--- src/rtl/port_reset_seq_pkg.sv ---
// Shared types and helpers for the per-port soft-reset sequencer.
// The timer width covers the longer of the hold and quiesce budgets.
package port_reset_seq_pkg;

  typedef enum logic [1:0] {
    PRS_RUN     = 2'd0,
    PRS_QUIESCE = 2'd1,
    PRS_HOLD    = 2'd2
  } t_prs_state;

  function automatic int prs_cnt_w(input int min_hold, input int quiesce_to);
    int m;
    m = (min_hold > quiesce_to) ? min_hold : quiesce_to;
    return $clog2(m + 1);
  endfunction

endpackage

--- src/rtl/port_reset_sequencer_if.sv ---
// Per-port reset request / drain / soft-reset bundle between the port
// control block (master) and the reset sequencer (slave).
interface port_reset_sequencer_if #(
  parameter int PG_NUM_PORTS = 1
) ();

  logic [PG_NUM_PORTS-1:0] port_rst_n;
  logic [PG_NUM_PORTS-1:0] port_idle;
  logic [PG_NUM_PORTS-1:0] timeout_clr;
  logic [PG_NUM_PORTS-1:0] port_softreset_n;
  logic [PG_NUM_PORTS-1:0] drain_req;
  logic [PG_NUM_PORTS-1:0] port_rst_ack;
  logic [PG_NUM_PORTS-1:0] quiesce_timeout;

  modport master (
    output port_rst_n, port_idle, timeout_clr,
    input  port_softreset_n, drain_req, port_rst_ack, quiesce_timeout
  );

  modport slave (
    input  port_rst_n, port_idle, timeout_clr,
    output port_softreset_n, drain_req, port_rst_ack, quiesce_timeout
  );

endinterface

--- src/rtl/port_reset_seq_ch.sv ---
// One port: request synchroniser, RUN/QUIESCE/HOLD sequencer and shared timer.
// Outputs are registered from the next state so they change with the state.
module port_reset_seq_ch
  import port_reset_seq_pkg::*;
#(
  parameter int SYNC_STAGES     = 2,
  parameter int MIN_HOLD_CYCLES = 16,
  parameter int QUIESCE_TIMEOUT = 1024
) (
  input  logic clk,
  input  logic rst_n,
  input  logic i_port_rst_n,
  input  logic i_port_idle,
  output logic o_softreset_n,
  output logic o_drain_req,
  output logic o_rst_ack,
  output logic o_timeout_set
);

  localparam int CNT_W = prs_cnt_w(MIN_HOLD_CYCLES, QUIESCE_TIMEOUT);
  localparam logic [CNT_W-1:0] HOLD_MAX  = CNT_W'(MIN_HOLD_CYCLES);
  localparam logic [CNT_W-1:0] HOLD_LAST = CNT_W'(MIN_HOLD_CYCLES - 1);
  localparam logic [CNT_W-1:0] QTO_LAST  =
    CNT_W'((QUIESCE_TIMEOUT > 0) ? (QUIESCE_TIMEOUT - 1) : 0);

  logic [SYNC_STAGES-1:0] r_sync;
  logic                   w_req;
  t_prs_state             r_state, w_nxt_state;
  logic [CNT_W-1:0]       r_timer, w_nxt_timer;
  logic                   w_timeout;
  logic                   w_softreset_n, w_drain_req, w_rst_ack;
  logic                   r_softreset_n, r_drain_req, r_rst_ack;

  // Flops clear to 0, so the port looks requested until the input propagates.
  always_ff @(posedge clk or negedge rst_n) begin
    if (!rst_n) r_sync <= '0;
    else        r_sync <= {r_sync[SYNC_STAGES-2:0], i_port_rst_n};
  end

  assign w_req = ~r_sync[SYNC_STAGES-1];

  always_ff @(posedge clk or negedge rst_n) begin
    if (!rst_n) begin
      r_state       <= PRS_HOLD;
      r_timer       <= '0;
      r_softreset_n <= 1'b0;
      r_drain_req   <= 1'b0;
      r_rst_ack     <= 1'b1;
    end else begin
      r_state       <= w_nxt_state;
      r_timer       <= w_nxt_timer;
      r_softreset_n <= w_softreset_n;
      r_drain_req   <= w_drain_req;
      r_rst_ack     <= w_rst_ack;
    end
  end

  always_comb begin
    w_nxt_state = r_state;
    w_nxt_timer = r_timer;
    w_timeout   = 1'b0;
    case (r_state)
      PRS_RUN: begin
        w_nxt_timer = '0;
        if (w_req) w_nxt_state = (QUIESCE_TIMEOUT == 0) ? PRS_HOLD : PRS_QUIESCE;
      end
      PRS_QUIESCE: begin
        if (r_timer != QTO_LAST) w_nxt_timer = r_timer + 1'b1;
        // Idle wins over a coinciding timeout; a dropped request never aborts.
        if (i_port_idle) begin
          w_nxt_state = PRS_HOLD;
          w_nxt_timer = '0;
        end else if (r_timer == QTO_LAST) begin
          w_nxt_state = PRS_HOLD;
          w_nxt_timer = '0;
          w_timeout   = 1'b1;
        end
      end
      PRS_HOLD: begin
        if (r_timer < HOLD_MAX) w_nxt_timer = r_timer + 1'b1;
        if ((r_timer >= HOLD_LAST) && !w_req) begin
          w_nxt_state = PRS_RUN;
          w_nxt_timer = '0;
        end
      end
      default: begin
        w_nxt_state = PRS_HOLD;
        w_nxt_timer = '0;
      end
    endcase
  end

  always_comb begin
    w_softreset_n = (w_nxt_state != PRS_HOLD);
    w_rst_ack     = (w_nxt_state == PRS_HOLD);
    w_drain_req   = (w_nxt_state == PRS_QUIESCE);
  end

  assign o_softreset_n = r_softreset_n;
  assign o_drain_req   = r_drain_req;
  assign o_rst_ack     = r_rst_ack;
  assign o_timeout_set = w_timeout;

endmodule

--- src/rtl/port_reset_sequencer.sv ---
// N independent port soft-reset sequencers plus the sticky quiesce-timeout flags.
// A timeout being recorded beats a clear pulse arriving in the same cycle.
module port_reset_sequencer
  import port_reset_seq_pkg::*;
#(
  parameter int PG_NUM_PORTS    = 1,
  parameter int SYNC_STAGES     = 2,
  parameter int MIN_HOLD_CYCLES = 16,
  parameter int QUIESCE_TIMEOUT = 1024
) (
  input logic                   clk,
  input logic                   rst_n,
  port_reset_sequencer_if.slave prs_if
);

  logic [PG_NUM_PORTS-1:0] w_softreset_n;
  logic [PG_NUM_PORTS-1:0] w_drain_req;
  logic [PG_NUM_PORTS-1:0] w_rst_ack;
  logic [PG_NUM_PORTS-1:0] w_timeout_set;
  logic [PG_NUM_PORTS-1:0] r_quiesce_timeout;

  for (genvar g = 0; g < PG_NUM_PORTS; g++) begin : g_port
    port_reset_seq_ch #(
      .SYNC_STAGES    (SYNC_STAGES),
      .MIN_HOLD_CYCLES(MIN_HOLD_CYCLES),
      .QUIESCE_TIMEOUT(QUIESCE_TIMEOUT)
    ) u_ch (
      .clk          (clk),
      .rst_n        (rst_n),
      .i_port_rst_n (prs_if.port_rst_n[g]),
      .i_port_idle  (prs_if.port_idle[g]),
      .o_softreset_n(w_softreset_n[g]),
      .o_drain_req  (w_drain_req[g]),
      .o_rst_ack    (w_rst_ack[g]),
      .o_timeout_set(w_timeout_set[g])
    );
  end

  always_ff @(posedge clk or negedge rst_n) begin
    if (!rst_n) r_quiesce_timeout <= '0;
    else        r_quiesce_timeout <= w_timeout_set | (r_quiesce_timeout & ~prs_if.timeout_clr);
  end

  assign prs_if.port_softreset_n = w_softreset_n;
  assign prs_if.drain_req        = w_drain_req;
  assign prs_if.port_rst_ack     = w_rst_ack;
  assign prs_if.quiesce_timeout  = r_quiesce_timeout;

endmodule
--- src/flat_wrapper.sv ---
// flat-port wrapper written by rule: the top's interface ports become plain ports
module port_reset_sequencer_flat import port_reset_seq_pkg::*;
#(
  parameter int PG_NUM_PORTS    = 1,
  parameter int SYNC_STAGES     = 2,
  parameter int MIN_HOLD_CYCLES = 16,
  parameter int QUIESCE_TIMEOUT = 1024
)
  (clk, rst_n, prs_if_port_rst_n, prs_if_port_idle, prs_if_timeout_clr, prs_if_port_softreset_n, prs_if_drain_req, prs_if_port_rst_ack, prs_if_quiesce_timeout);
  port_reset_sequencer_if #(.PG_NUM_PORTS(PG_NUM_PORTS)) prs_if_i ();
  input logic clk;
  input logic rst_n;
  input wire logic [$bits(prs_if_i.port_rst_n)-1:0] prs_if_port_rst_n;
  input wire logic [$bits(prs_if_i.port_idle)-1:0] prs_if_port_idle;
  input wire logic [$bits(prs_if_i.timeout_clr)-1:0] prs_if_timeout_clr;
  output wire logic [$bits(prs_if_i.port_softreset_n)-1:0] prs_if_port_softreset_n;
  output wire logic [$bits(prs_if_i.drain_req)-1:0] prs_if_drain_req;
  output wire logic [$bits(prs_if_i.port_rst_ack)-1:0] prs_if_port_rst_ack;
  output wire logic [$bits(prs_if_i.quiesce_timeout)-1:0] prs_if_quiesce_timeout;
  assign prs_if_i.port_rst_n = prs_if_port_rst_n;
  assign prs_if_i.port_idle = prs_if_port_idle;
  assign prs_if_i.timeout_clr = prs_if_timeout_clr;
  assign prs_if_port_softreset_n = prs_if_i.port_softreset_n;
  assign prs_if_drain_req = prs_if_i.drain_req;
  assign prs_if_port_rst_ack = prs_if_i.port_rst_ack;
  assign prs_if_quiesce_timeout = prs_if_i.quiesce_timeout;
  port_reset_sequencer #(.PG_NUM_PORTS(PG_NUM_PORTS), .SYNC_STAGES(SYNC_STAGES), .MIN_HOLD_CYCLES(MIN_HOLD_CYCLES), .QUIESCE_TIMEOUT(QUIESCE_TIMEOUT)) u_core (.clk(clk), .rst_n(rst_n), .prs_if(prs_if_i));
endmodule
--- config.mk ---
export PLATFORM = sky130hd
export DESIGN_NAME = port_reset_sequencer_flat
export DESIGN_NICKNAME = d
export VERILOG_FILES = /design/src/rtl/port_reset_seq_pkg.sv /design/src/rtl/port_reset_sequencer_if.sv /design/src/rtl/port_reset_seq_ch.sv /design/src/rtl/port_reset_sequencer.sv /design/src/flat_wrapper.sv
export SDC_FILE = /design/constraint.sdc
export NUM_CORES = 1
export LEC_CHECK = 0
export ABC_AREA = 1
export CAP_MARGIN = 20
export CORE_MARGIN = 1
export CORE_UTILIZATION = 60
export CTS_BUF_LIST = sky130_fd_sc_hd__clkbuf_2
export DETAILED_ROUTE_END_ITERATION = 7
export PLACE_DENSITY = 0.81
export REMOVE_ABC_BUFFERS = 1
export SLEW_MARGIN = 0
export SYNTH_ARGS = -nofsm -noshare
export SYNTH_HDL_FRONTEND = slang
export SYNTH_SLANG_ARGS = --single-unit
--- constraint.sdc ---
create_clock -name clk -period 1.7 [get_ports clk]
set_input_delay 0.17 -clock clk [delete_from_list [all_inputs] [get_ports clk]]
set_output_delay 0.17 -clock clk [all_outputs]
set_load 0.03 [all_outputs]
* Word level (Yosys, flattened, before mapping)
Cells that the tools add are included.
Word-level totals: output and inout port bits 4, flip-flop bits (word level) 19
Operators by class: magnitude comparators 2, bitwise operators 3, equal/unequal tests 9, multiplexer cells 14, reduce and logical (&&, ||, !) cells 3, add/subtract/negate cells 1
Operators with widths (number):
- 11-bit two-way mux | 5
- 11-bit one-hot mux with 2 select lines | 1
- 11-bit by 1-bit adder with 11-bit output (second input constant) | 1
- 11-bit by 10-bit == test with 1-bit output (second input constant) | 1
- 11-bit by 4-bit greater-or-equal comparator with 1-bit output (second input constant) | 1
- 11-bit by 5-bit less-than comparator with 1-bit output (second input constant) | 1
- 11-bit by 10-bit != test with 1-bit output (second input constant) | 1
- 2-bit two-way mux | 4
- 2-bit one-hot mux with 3 select lines | 1
- 2-bit by 1-bit == test with 1-bit output (second input constant) | 2
- 2-bit == test (second input constant) | 2
- 4-bit != test (second input constant) | 1
- 1-bit two-way mux | 3
- 3-bit != test (second input constant) | 1
- 2-bit logical NOT | 1
- 2-bit != test (second input constant) | 1
- 2-bit AND reduction | 1
- 1-bit AND | 1
- 1-bit logical AND | 1
- 1-bit inverter | 1
- 1-bit OR | 1

* Logic depth before layout (Yosys ltp)
depth after elaboration 5, depth in mapped cells 11, depth with buffers taken out 11

* Cells and area by module
Synthesis repeated with hierarchy kept, for this count alone.
Unflattened totals: cell total of the unflattened synthesis 142, area, all modules 1111.1 um^2
Modules (own cells, without submodules):
- port_reset_seq_ch | cells each 137, seq. area each 452.9 um^2, area an instance 1071.0 um^2, instances 1
- port_reset_sequencer | cells each 5, seq. area each 25.0 um^2, area an instance 40.0 um^2, instances 1

* Least setup slack after synthesis
Ideal clock, no wire load.
path kind register to register, from register u_core.g_port[0].u_ch.r_state[1], to register u_core.g_port[0].u_ch.r_timer[2], slack 205 ps, arrival time 1372 ps, buffers on the path 1, cell stages (with the launch flop) 7, cells stage by stage dfstp_2 > ha_1 > nand3_2 > buf_4 > nand2_1 > xor2_1 > a21oi_2
On the way: longest elaborated chain between the ends 3
Ends and longest elaborated chain:
- from (decl) | RTL line port_reset_seq_ch.sv:28 | t_prs_state r_state, w_nxt_state;
- from (signal assigned) | RTL line port_reset_seq_ch.sv:50 | r_state <= w_nxt_state;
- 2-bit by 1-bit == test with 1-bit output or 2-bit == test (tied branches) | RTL line port_reset_seq_ch.sv:62 | case (r_state)
- 4-bit != test (no source line) or 3-bit != test (tied branches)
- 2-bit AND reduction (no source line)
- to (signal assigned) | RTL line port_reset_seq_ch.sv:51 | r_timer <= w_nxt_timer;
- to (decl) | RTL line port_reset_seq_ch.sv:29 | logic [CNT_W-1:0] r_timer, w_nxt_timer;
Parallel ways exist; a longest one is shown, timed or not. A chain may end at the register's enable or synchronous reset.

* Worst setup path after layout
from register u_core.g_port[0].u_ch.r_timer[0], to register u_core.g_port[0].u_ch.r_timer[5]
On the way: longest elaborated chain between the ends 5
Ends and longest elaborated chain:
- 11-bit by 1-bit adder with 11-bit output | RTL line port_reset_seq_ch.sv:68, port_reset_seq_ch.sv:80
- 11-bit two-way mux | RTL line port_reset_seq_ch.sv:68 | if (r_timer != QTO_LAST) w_nxt_timer = r_timer + 1'b1;
- 11-bit two-way mux | RTL line port_reset_seq_ch.sv:73 | end else if (r_timer == QTO_LAST) begin
- 11-bit two-way mux | RTL line port_reset_seq_ch.sv:70 | if (i_port_idle) begin
- 11-bit one-hot mux with 2 select lines | RTL line port_reset_seq_ch.sv:62
Parallel ways exist; a longest one is shown, timed or not. The select of a mux whose other input is x is not followed.

==> report_table.html <==
<table>
<tr><th>Metric</th><th>Value</th></tr>
<tr><th colspan="2">Place</th></tr>
<tr><td>Number of port buffers</td><td>8</td></tr>
<tr><td>Gp weighted congestion</td><td>approximately 0.87</td></tr>
<tr><td>Hpwl dp</td><td>about 1900 µm</td></tr>
<tr><th colspan="2">Worst setup path</th></tr>
<tr><td>Kind of start point of the critical path</td><td>flip-flop</td></tr>
<tr><td>Worst setup EP type</td><td>flip-flop</td></tr>
<tr><td>Data required, critical path</td><td>about 1.9 ns</td></tr>
<tr><td>Worst R2R Path Depth</td><td>10</td></tr>
<tr><td>Cell-by-cell trace of the critical path</td><td>ha_4 &gt; inv_1 &gt; nor2_4 &gt; nand3_2 &gt; nor2_4 &gt; nand2_2 &gt; nand2_2 &gt; nand2_2 &gt; nand2_4 &gt; a21oi_2</td></tr>
<tr><td>Destination of the worst register-to-register timing path</td><td>u_core.g_port[0].u_ch.r_timer[5]$_DFFE_PN0P_</td></tr>
<tr><td>Slowest stage delay, CP</td><td>0.46 ns</td></tr>
<tr><td>Data arrival time at the worst-slack endpoint</td><td>~1.8 ns</td></tr>
<tr><td>Setup slack of the most critical reg-to-reg path</td><td>between 0.1 and 0.15 ns</td></tr>
<tr><td>Critical path class</td><td>flip-flop to flip-flop</td></tr>
<tr><td>Startpoint of the worst register-to-register path</td><td>u_core.g_port[0].u_ch.r_timer[0]$_DFFE_PN0P_</td></tr>
<tr><td>Highest net fanout along the worst path</td><td>8</td></tr>
<tr><td>Max stage delay cell, worst path</td><td>sky130_fd_sc_hd__dfrtp_1</td></tr>
<tr><td>Worst path most repeated cell</td><td>sky130_fd_sc_hd__nand2_2</td></tr>
<tr><th colspan="2">Logic synthesis</th></tr>
<tr><td>Synthesized instance count</td><td>between 150 and 200</td></tr>
<tr><td>Adder-cell share of the synthesized area</td><td>under 10%</td></tr>
<tr><td>Count of yosys warnings during synthesis</td><td>0</td></tr>
<tr><td>Parity-gate share of the synthesized area counting xor and xnor cells</td><td>3.619%</td></tr>
<tr><td>Area share of the leading cell type in the synthesized netlist</td><td>between 30% and 40%</td></tr>
<tr><td>Post-synthesis sequential area ratio</td><td>about two fifths</td></tr>
<tr><td>Leading area contributor after synthesis</td><td>sky130_fd_sc_hd__dfrtp_1</td></tr>
<tr><td>Count of cell types in the netlist</td><td>22</td></tr>
<tr><td>Multiplexer share of the synthesized area</td><td>0%</td></tr>
<tr><td>Most frequent cell after synthesis</td><td>sky130_fd_sc_hd__nand2_1</td></tr>
<tr><td>Main flop type after synthesis</td><td>sky130_fd_sc_hd__dfrtp_1</td></tr>
<tr><td>Largest family of logic cells by synthesized area</td><td>simple AND/OR/NAND/NOR gates</td></tr>
<tr><td>Share of flip-flops with an asynchronous set or reset after synthesis</td><td>100.0%</td></tr>
<tr><td>Share of synthesized cell area in and, or, nand and nor gates</td><td>about a third</td></tr>
<tr><td>Most area-consuming cells after synthesis</td><td>sky130_fd_sc_hd__dfrtp_1 35%, sky130_fd_sc_hd__nand2_1 12%, sky130_fd_sc_hd__inv_1 6.8%</td></tr>
<tr><td>Total standard cell area after synthesis</td><td>between 1000 and 1500 µm²</td></tr>
<tr><td>Register bit count reported by yosys</td><td>19</td></tr>
<tr><td>Number of enable flip-flop cells after synthesis</td><td>0</td></tr>
<tr><td>Compound-gate portion of the synthesized area</td><td>7.756%</td></tr>
<tr><td>Average cell area after synthesis</td><td>7.960 µm²</td></tr>
<tr><td>Most numerous cell types in the synthesized netlist</td><td>39 x sky130_fd_sc_hd__nand2_1, 22 x sky130_fd_sc_hd__inv_1, 17 x sky130_fd_sc_hd__dfrtp_1, 16 x sky130_fd_sc_hd__nand3_1, 11 x sky130_fd_sc_hd__nor2_1</td></tr>
<tr><th colspan="2">Finish</th></tr>
<tr><td>N_diodes</td><td>0</td></tr>
<tr><td>Total number of nets in the final design</td><td>roughly 180</td></tr>
<tr><td>Share of layout cells above drive strength 1</td><td>between 20% and 30%</td></tr>
<tr><td>Fillcell total</td><td>between 150 and 200</td></tr>
<tr><td>Area growth, synth to finish</td><td>15.41%</td></tr>
<tr><td>Final core occ</td><td>between 70% and 80%</td></tr>
<tr><th colspan="2">CTS</th></tr>
<tr><td>Depth of the CTS H-tree</td><td>1</td></tr>
<tr><td>Clock sink count</td><td>19</td></tr>
<tr><td>Maximum buffer depth of the clock tree</td><td>2</td></tr>
<tr><td>Number of buffers inserted during clock tree synthesis</td><td>3</td></tr>
<tr><td>Later-pin clock latency in the skew report</td><td>~0.30 ns</td></tr>
<tr><td>Worst-path clk slew</td><td>about 0.18 ns</td></tr>
<tr><td>CTS root buffer</td><td>sky130_fd_sc_hd__clkbuf_2</td></tr>
<tr><td>CTS tree</td><td>done</td></tr>
<tr><th colspan="2">Routing</th></tr>
<tr><td>Detail-routed net length per standard cell</td><td>between 10 and 15 µm</td></tr>
<tr><td>Number of nets with antenna violations after detailed routing</td><td>0</td></tr>
<tr><td>Number of search-and-repair iterations in the first detailed-routing pass</td><td>5</td></tr>
<tr><td>DRC Markers</td><td>0</td></tr>
<tr><td>Number of vias per cell after detailed routing</td><td>5.181</td></tr>
<tr><td>Routed wire length</td><td>roughly 2400 µm</td></tr>
<tr><td>Total number of vias</td><td>1,000</td></tr>
<tr><td>Number of design-rule violations left by the first detailed-router iteration</td><td>34</td></tr>
<tr><th colspan="2">STA</th></tr>
<tr><td>Slew Limit Headroom</td><td>roughly four fifths</td></tr>
<tr><td>Upper clock frequency limit</td><td>625.3 MHz</td></tr>
<tr><td>Final Critical Period</td><td>1.599 ns</td></tr>
<tr><td>Layout Skew</td><td>~0.0095 ns</td></tr>
<tr><td>Least-Margin Pin Slew</td><td>roughly 0.32 ns</td></tr>
<tr><td>Final setup violation count</td><td>0</td></tr>
<tr><td>Final Max Tran Viols</td><td>0</td></tr>
<tr><td>Setup total negative slack</td><td>0 ns</td></tr>
<tr><td>Final Hold Fails</td><td>0</td></tr>
<tr><td>RSZ-0062 raised after global routing</td><td>false</td></tr>
<tr><td>Final period util</td><td>a little over nine tenths</td></tr>
<tr><th colspan="2">Floorplan</th></tr>
<tr><td>Die Area</td><td>roughly 2200 µm²</td></tr>
<tr><td>Core outline area</td><td>around 1800 µm²</td></tr>
<tr><td>Std cell rows</td><td>15</td></tr>
<tr><td>Initial core utilization</td><td>roughly 67%</td></tr>
<tr><td>Die boundary height</td><td>~47 µm</td></tr>
<tr><td>Number of top-level pins</td><td>9</td></tr>
<tr><td>Die Width</td><td>46.91 µm</td></tr>
<tr><th colspan="2">Hold path</th></tr>
<tr><td>Worst hold path class</td><td>input port to asynchronous set/reset pin</td></tr>
<tr><th colspan="2">Global routing</th></tr>
<tr><td>Number of antenna violations at the first check in global routing</td><td>0</td></tr>
<tr><td>Vias in the first global route</td><td>910</td></tr>
<tr><td>All-Layer GR Usage</td><td>between 20% and 30%</td></tr>
<tr><td>Largest net degree at the start of global routing</td><td>20</td></tr>
<tr><td>First-pass GRT wire length</td><td>3719 µm</td></tr>
<tr><td>Global route overflow</td><td>0</td></tr>
<tr><th colspan="2">Power</th></tr>
<tr><td>Total leakage power</td><td>0.6559 nW</td></tr>
<tr><td>Power per cell area</td><td>just over 1000 nW/µm²</td></tr>
<tr><td>Max rail drop VDD</td><td>just under 800 µV</td></tr>
<tr><th colspan="2">Outcome</th></tr>
<tr><td>Outcome</td><td>completed</td></tr>
<tr><th colspan="2">Job</th></tr>
<tr><td>Max_cap viols</td><td>0</td></tr>
</table>
==> how the worst max path moves through the flow <==
stage	start	endpoint	slack [ns]
3_3_place_gp	u_core.g_port[0].u_ch.r_timer[0]$_DFFE_PN0P_	u_core.g_port[0].u_ch.r_timer[1]$_DFFE_PN0P_	0.16
2_1_floorplan	u_core.g_port[0].u_ch.r_state[1]$_DFF_PN1_	u_core.g_port[0].u_ch.r_timer[5]$_DFFE_PN0P_	-0.03
4_1_cts	u_core.g_port[0].u_ch.o_rst_ack$_DFF_PN1_	prs_if_port_rst_ack	0.004
6_report	u_core.g_port[0].u_ch.r_timer[0]$_DFFE_PN0P_	u_core.g_port[0].u_ch.r_timer[5]$_DFFE_PN0P_	0.10
5_1_grt	u_core.g_port[0].u_ch.r_timer[0]$_DFFE_PN0P_	u_core.g_port[0].u_ch.r_timer[5]$_DFFE_PN0P_	0.001
3_5_place_dp	u_core.g_port[0].u_ch.r_timer[0]$_DFFE_PN0P_	u_core.g_port[0].u_ch.r_timer[5]$_DFFE_PN0P_	0.07
==> critical path: cells and delay by family (launching register included) <==
family / cells / cell delay, ns
and+or+nand+nor: 7 / 0.75
DFF: 1 / 0.46
adders and majority gates: 1 / 0.17
AOI/OAI and AO/OA: 1 / 0.07
buffers and inverters: 1 / 0.06
==> area by class of cell <==
class | count | area [µm²] | share of cell area [%]
multi-input combinational | 106 | 644.4 | 46.15
sequential | 19 | 479.2 | 34.32
timing repair buffer | 14 | 127.6 | 9.140
inverter | 25 | 93.84 | 6.720
tap | 25 | 31.28 | 2.240
clock buffer | 4 | 20.02 | 1.434
==> power breakdown <==
| part | internal (mW) | switching [mW] |
|---|---|---|
| logic | 0.242 | 0.396 |
| clock network | 0.0623 | 0.136 |
| registers | 0.533 | 0.0521 |
| total | 0.838 | 0.584 |
==> metrics by stage <==
stage	total power [mW]	setup WS [ns]	hold slack, ns	instance area, µm²	instances
detailed placement	1.198	0.07185	0.3356	1340	188
CTS	1.392	0.004308	0.1754	1360	192
global route	1.523	0.001469	0.1667	1396	193
floorplan	1.030	-0.03432	-0.1256	1191	150
finish	1.421	0.1007	0.1627	1396	193
global placement	1.181	0.1582	0.3399	1340	188
==> per-layer routing <==
layer,vias to the layer above,part of all wire (%),track usage [%]
li1,509,-,-
met1,463,46,33.50
met2,28,50,41.39
met3,0,4.0,3.846
met4,0,0,8.571
met5,-,0,0
==> cell families after synthesis <==
kind of cell / count (synthesis)
adders and majority gates: 5
AOI/OAI and AO/OA: 12
and+or+nand+nor: 84
buffers and inverters: 27
DFF: 19
xor gates and xnor gates: 5
==> cells in the final DEF (no fill, tap or decap), types with 2 or more instances in the layout <==
cell type | netlist | layout
sky130_fd_sc_hd__a21oi_1 | 2 | 2
sky130_fd_sc_hd__a21oi_2 | 8 | 8
sky130_fd_sc_hd__buf_4 | 1 | 6
sky130_fd_sc_hd__clkbuf_2 | 0 | 4
sky130_fd_sc_hd__clkdlybuf4s50_1 | 0 | 7
sky130_fd_sc_hd__dfrtp_1 | 17 | 16
sky130_fd_sc_hd__dfstp_2 | 2 | 2
sky130_fd_sc_hd__ha_1 | 5 | 4
sky130_fd_sc_hd__inv_1 | 22 | 22
sky130_fd_sc_hd__inv_2 | 3 | 3
sky130_fd_sc_hd__nand2_1 | 39 | 39
sky130_fd_sc_hd__nand2_2 | 7 | 7
sky130_fd_sc_hd__nand2_4 | 2 | 2
sky130_fd_sc_hd__nand3_1 | 16 | 16
sky130_fd_sc_hd__nand3_2 | 4 | 3
sky130_fd_sc_hd__nor2_1 | 11 | 11
sky130_fd_sc_hd__nor2_4 | 2 | 3
sky130_fd_sc_hd__xor2_1 | 5 | 5
==> sequential cells by signal, indices dropped and copies added, names as in the netlist <==
register and count:
u_core.g_port.u_ch.o_rst_ack 1, u_core.g_port.u_ch.r_timer 11, u_core.prs_if.quiesce_timeout 1, u_core.g_port.u_ch.r_state 2
u_core.g_port.u_ch.o_softreset_n 1, u_core.g_port.u_ch.o_drain_req 1, u_core.g_port.u_ch.r_sync 2
==> repair_timing <==
action | 4_1_cts | 5_1_grt
gates resized for setup | 0 | 6
endpoints found under the setup margin | 0 | 13
hold buffers | 0 | 0
buffers inserted | 0 | 1
Power figures use the tool's default switching activity.
